==> src/rtl/bram_row_gather.sv <==
// Multi-row BRAM gather: walks a row-major matrix in single-port BRAM and presents
// each row as one zero-padded N-element vector behind a valid/ready handshake.
module bram_row_gather #(
   parameter int BIT_WIDTH     = 16,
   parameter int N             = 32,
   parameter int ADDR_WIDTH    = 10,
   parameter int ROW_CNT_WIDTH = 6,
   parameter int RD_LATENCY    = 1
) (
   input  logic                               clk,
   input  logic                               rst,
   input  logic                               start,
   input  logic [ADDR_WIDTH-1:0]              base_addr,
   input  logic [$clog2(N+1)-1:0]             row_len,
   input  logic [ROW_CNT_WIDTH-1:0]           num_rows,
   output logic                               bram_en,
   output logic [ADDR_WIDTH-1:0]              bram_addr,
   input  logic signed [BIT_WIDTH-1:0]        bram_dataA,
   output logic signed [N-1:0][BIT_WIDTH-1:0] o_data,
   output logic [ROW_CNT_WIDTH-1:0]           o_row,
   output logic                               o_valid,
   input  logic                               o_ready,
   output logic                               busy,
   output logic                               done
);
   localparam int LW = $clog2(N + 1);
   localparam int CW = (N > 1) ? $clog2(N) : 1;
   localparam int DW = (RD_LATENCY > 1) ? $clog2(RD_LATENCY) : 1;

   typedef enum logic [2:0] {S_IDLE, S_ISSUE, S_DRAIN, S_HOLD, S_DONE} state_t;

   state_t                        r_state;
   state_t                        w_next;
   logic [ADDR_WIDTH-1:0]         r_base;
   logic [ADDR_WIDTH-1:0]         r_row_base;
   logic [LW-1:0]                 r_len;
   logic [LW-1:0]                 r_col;
   logic [ROW_CNT_WIDTH-1:0]      r_rows;
   logic [DW-1:0]                 r_drain;
   logic [RD_LATENCY-1:0]         r_tag_vld;
   logic [RD_LATENCY-1:0][CW-1:0] r_tag_col;
   logic [LW-1:0]                 w_len;
   logic                          w_last;
   logic                          w_clear;

   assign w_len   = (row_len > LW'(N)) ? LW'(N) : row_len;
   assign w_last  = (o_row == r_rows - ROW_CNT_WIDTH'(1));
   assign w_clear = (w_next == S_ISSUE) && (r_state != S_ISSUE);

   always_ff @(posedge clk or posedge rst) begin
      if (rst) r_state <= S_IDLE;
      else     r_state <= w_next;
   end

   always_comb begin
      w_next = r_state;
      case (r_state)
         S_IDLE:  if (start) w_next = (row_len == '0 || num_rows == '0) ? S_DONE : S_ISSUE;
         S_ISSUE: if (r_col == r_len - LW'(1)) w_next = S_DRAIN;
         S_DRAIN: if (r_drain == DW'(RD_LATENCY - 1)) w_next = S_HOLD;
         S_HOLD:  if (o_ready) w_next = w_last ? S_DONE : S_ISSUE;
         S_DONE:  w_next = S_IDLE;
         default: w_next = S_IDLE;
      endcase
   end

   always_comb begin
      bram_en   = (r_state == S_ISSUE);
      bram_addr = bram_en ? (r_base + r_row_base + ADDR_WIDTH'(r_col)) : '0;
      o_valid   = (r_state == S_HOLD);
      busy      = (r_state != S_IDLE);
      done      = (r_state == S_DONE);
   end

   always_ff @(posedge clk or posedge rst) begin
      if (rst) begin
         r_base     <= '0;
         r_row_base <= '0;
         r_len      <= '0;
         r_col      <= '0;
         r_rows     <= '0;
         r_drain    <= '0;
         o_row      <= '0;
      end else begin
         case (r_state)
            S_IDLE: if (start) begin
               r_base     <= base_addr;
               r_len      <= w_len;
               r_rows     <= num_rows;
               r_row_base <= '0;
               r_col      <= '0;
               o_row      <= '0;
            end
            S_ISSUE: begin
               r_col   <= r_col + LW'(1);
               r_drain <= '0;
            end
            S_DRAIN: r_drain <= r_drain + DW'(1);
            S_HOLD: if (o_ready) begin
               o_row      <= o_row + ROW_CNT_WIDTH'(1);
               r_row_base <= r_row_base + ADDR_WIDTH'(r_len);
               r_col      <= '0;
            end
            default: ;
         endcase
      end
   end

   // Tags shift in at the low end; the top stage lines up with bram_dataA.
   always_ff @(posedge clk or posedge rst) begin
      if (rst) begin
         r_tag_vld <= '0;
         r_tag_col <= '0;
         o_data    <= '0;
      end else begin
         r_tag_vld <= RD_LATENCY'({r_tag_vld, bram_en});
         r_tag_col <= (RD_LATENCY * CW)'({r_tag_col, r_col[CW-1:0]});
         if (w_clear)
            o_data <= '0;
         else if (r_tag_vld[RD_LATENCY-1])
            o_data[r_tag_col[RD_LATENCY-1]] <= bram_dataA;
      end
   end
endmodule

==> config.mk <==
export PLATFORM = sky130hd
export DESIGN_NAME = bram_row_gather
export DESIGN_NICKNAME = d
export VERILOG_FILES = /design/src/rtl/bram_row_gather.sv
export SDC_FILE = /design/constraint.sdc
export NUM_CORES = 2
export LEC_CHECK = 0
export BUFFER_PORTS_ARGS = -buffer_cell sky130_fd_sc_hd__buf_2
export CORE_UTILIZATION = 45
export DETAILED_ROUTE_END_ITERATION = 7
export GPL_TIMING_DRIVEN = 0
export PLACE_DENSITY_LB_ADDON = 0.3
export SLEW_MARGIN = 10
export SYNTH_ARGS = -nofsm -noshare
export SYNTH_HDL_FRONTEND = slang
export SYNTH_SLANG_ARGS = --single-unit
export TNS_END_PERCENT = 10
==> constraint.sdc <==
create_clock -name clk -period 17.5 [get_ports clk]
set_input_delay 1.75 -clock clk [delete_from_list [all_inputs] [get_ports clk]]
set_output_delay 1.75 -clock clk [all_outputs]
set_load 0.005 [all_outputs]
==> impl_metrics.tcl <==
set metrics [dict create \
    detail-route-antenna-nets 0 \
    core-area_mm2 0.0516 \
    max_freq_mhz 185 \
    io_pins 574 \
    timing.hold.ws_ps 485 \
    critPathLaunchType "flop" \
    timing.final.ws_setup_ps 12090 \
    remaining_drc_errors 0 \
    rrSetupSlack_ps 13970 \
    leakage_nw 14.9 \
    place_inst 3938 \
    drt_iter0_drc 1637 \
    ys_top_cells_by_area "dfrtp_1, nand2_1, a21oi_1" \
    gp_congestion 0.854 \
    nFillCells 4582 \
    cts_tree "yes" \
    cts.repair.resized 0 \
    synth_area_mm2 0.0236 \
    io_buffers 573 \
    cts.reportedPaths.clkPinSlew_ps 60 \
    die_h_um 231 \
    clk-insertion-delay-late_ps 620 \
    cts_buffers 58 \
    grt_max_degree 39 \
    cp.required_ps 15750 \
    drt_wl_total_mm 87.5 \
    rsz0062_at_grt "no" \
    reg2reg_depth 9 \
    end_kind "output pin" \
    clockRootBuffer "clkbuf_16" \
    arrival_ps 3660 \
    ys_ff_latch 566 \
    initial_utilization_pct 45.8 \
    firstDrtPassIters 5 \
    drive_gt1_share_pct 22.2 \
    fin_setup_tns_ps 0 \
    dp_hpwl_mm 62.0 \
    p_total_mw 4.22 \
    hp-start "r_base[8]$_DFFE_PP0P_" \
    grt_pass1_wl_mm 129 \
    via_count 21800 \
    hp-class "reg2reg" \
    skew_ps 17.3 \
    postSynth.asyncResetShare_pct 100 \
    synth_cells 2666 \
    critical_path_buf_inv_count 1 \
    finalSetupViolCount 0 \
    die_w_um 231 \
    path_class "reg2out" \
    cts.path.max_buffers 3 \
    crit_cells 10 \
    timing.final.crit_share_pct 30.9 \
    worstPathCellList "fa_1 -> ha_1 -> fa_1 -> a21o_1 -> a21oi_1 -> o21bai_1 -> a2111oi_0 -> o21ai_0 -> a21oi_1 -> buf_2" \
    grt_pass1_vias 20900 \
    yosysTopAreaCellShare_pct 60.0 \
    cpPeakStageDelay_ps 500 \
    power_density_mw_per_mm2 142 \
    slew_violations 0 \
    rr_endpoint "o_data[399]$_DFFE_PP0P_" \
    synth_top_cell_by_area "dfrtp_1" \
    synth_cell_types 47 \
    cts_hold_buf 0 \
    rr_startpoint "r_state[2]$_DFF_PP0_" \
    vias_per_cell 5.39 \
    cts_setup_buffers 0 \
    status "complete, no violations" \
    finalCriticalPeriod_ps 5410 \
    critPathMaxFanout 6 \
    peakVddDrop_mv 0.0982 \
    yosysWarnings 0 \
    nNetsFinal 3389 \
    path_delay_family "compound AO/OA/AOI/OAI gates" \
    drv_cap 0 \
    synthFlopType "dfrtp_1" \
    pre_cts_ws_ps 12690 \
    hold_viol 0 \
    synth_edf_count 0 \
    grt_overflow_total 0 \
    syn_avg_cell_area_um2 8.86 \
    cts_max_level 2 \
    slowest_stage "a2111oi_0" \
    area_delta_synth_final_pct 25.7 \
    cts_sinks 566 \
    post_drt_wl_per_cell_um 21.6 \
    finalNonFillerCells 4043 \
    tightest_slew_ps 1280 \
    slew_headroom_pct 14.2 \
    crit_start "r_col[1]$_DFFE_PP0P_" \
    rows 83 \
    grtUsageTotal_pct 32.2 \
    cp-endpoint "bram_addr[9]" \
    fp.dieArea_mm2 0.0534 \
    synth_nets 2737 \
    antenna_found_initial 1 \
    seq_area_frac_synth_pct 60.0 \
]
-- worst min-delay path, delay by kind of cell, from the launching register on --
| kind | cells | cell delay (ps) |
|---|---|---|
| AND/OR/NAND/NOR | 2 | 110 |
| flip-flops | 1 | 340 |
-- cell families after synthesis --
family / Yosys count / synth area share [%]
compound gates: 576 / 12.7
mux: 1 / 0.0424
buf+inv: 200 / 3.46
xor+xnor: 34 / 1.26
flops: 566 / 60.0
simple gates: 1260 / 20.8
fa+ha+maj: 29 / 1.79
-- through the flow --
step           util [%]  instance area, µm²
2_1_floorplan         -               23600
3_3_place_gp       53.0               27300
3_5_place_dp       53.8               27700
4_1_cts            57.5               29700
5_1_grt            57.5               29700
6_report           57.5               29700
-- worst min path at each step --
stage | cells past startpoint | slack (ps) | end
final | 2 | 480 | r_base[8]$_DFFE_PP0P_
after global routing | 2 | 520 | r_base[7]$_DFFE_PP0P_
after CTS | 2 | 490 | r_base[8]$_DFFE_PP0P_
after detailed placement | 2 | 470 | r_base[8]$_DFFE_PP0P_
after global placement | 2 | 470 | r_base[8]$_DFFE_PP0P_
after floorplan | 2 | 450 | r_base[6]$_DFFE_PP0P_
-- flip-flops by register name, summed over array words and instances (netlist names) --
signal / flops
r_col: 6
r_row_base: 10
r_base: 10
r_rows: 6
r_drain: 1
r_len: 6
r_tag_col: 5
o_row: 6
o_data: 512
r_state: 3
r_tag_vld: 1
-- power breakdown --
group	total [mW]	internal (mW)	leakage [nW]	switching, mW
logic	1.31	0.428	6.15	0.885
clock network	1.28	0.748	0.960	0.528
registers	1.64	1.50	7.81	0.135
-- metal layers --
layer  vias to the layer above  GRT usage (%)  routed length (µm)
met3                       225           8.21                7790
met1                     10700           42.0               35000
met2                       983           50.1               40000
met4                         0           15.7                4700
li1                       9916              -                   -
met5                         -              0                   0
-- synth_stat cells, drive strengths merged (2+ instances only) --
library cell,n
dfrtp,566
and3,4
a21oi,526
inv,14
nand3b,8
a31oi,2
and2,9
clkbuf,133
o31ai,2
ha,21
nand2b,4
o21ai,19
nor3,11
or3,4
a21o,5
a2111oi,2
or2,5
nor4,2
fa,8
xnor2,20
nor2b,3
nand2,1132
nor2,57
and3b,3
a211oi,2
nand3,7
a22o,4
nand4,2
nor3b,5
xor2,14
o21bai,4
or3b,2
a32o,2
buf,53
-- cell usage in the layout (no fill, tap or decap), types with 4 or more instances in the layout --
master     instances
ha_1              21
nand3_1            7
a21o_1             5
nand3b_1           8
inv_1             12
o21bai_1           4
xnor2_1           20
and3_1             4
o21ai_0           17
and2_1             9
nand2b_1           4
a22o_1             4
xor2_1            14
or3_1              4
fa_1               8
nor3b_1            4
clkbuf_1         148
nor2_1            57
buf_12            16
a21oi_1          526
nand2_1         1132
clkbuf_16         59
nor3_1            11
buf_2            626
or2_2              5
bufinv_16          4
dfrtp_1          566
clkbuf_8          17
clkinv_2           6
-- final cells by class --
cell class                      instances  area [µm²]  share of cell area (%)
Tap cell                              680         851                    2.87
Inverter                               14        56.3                   0.190
Antenna cell                            1        2.50                 0.00843
Timing Repair Buffer                  592        3250                    11.0
Multi-Input combinational cell       1900        8660                    29.2
Clock buffer                           91        1770                    5.95
Sequential cell                       566       14200                    47.7
Clock inverter                         13         176                   0.594
Buffer                                186         764                    2.57
Note: power is estimated with default switching activity, not from simulation.
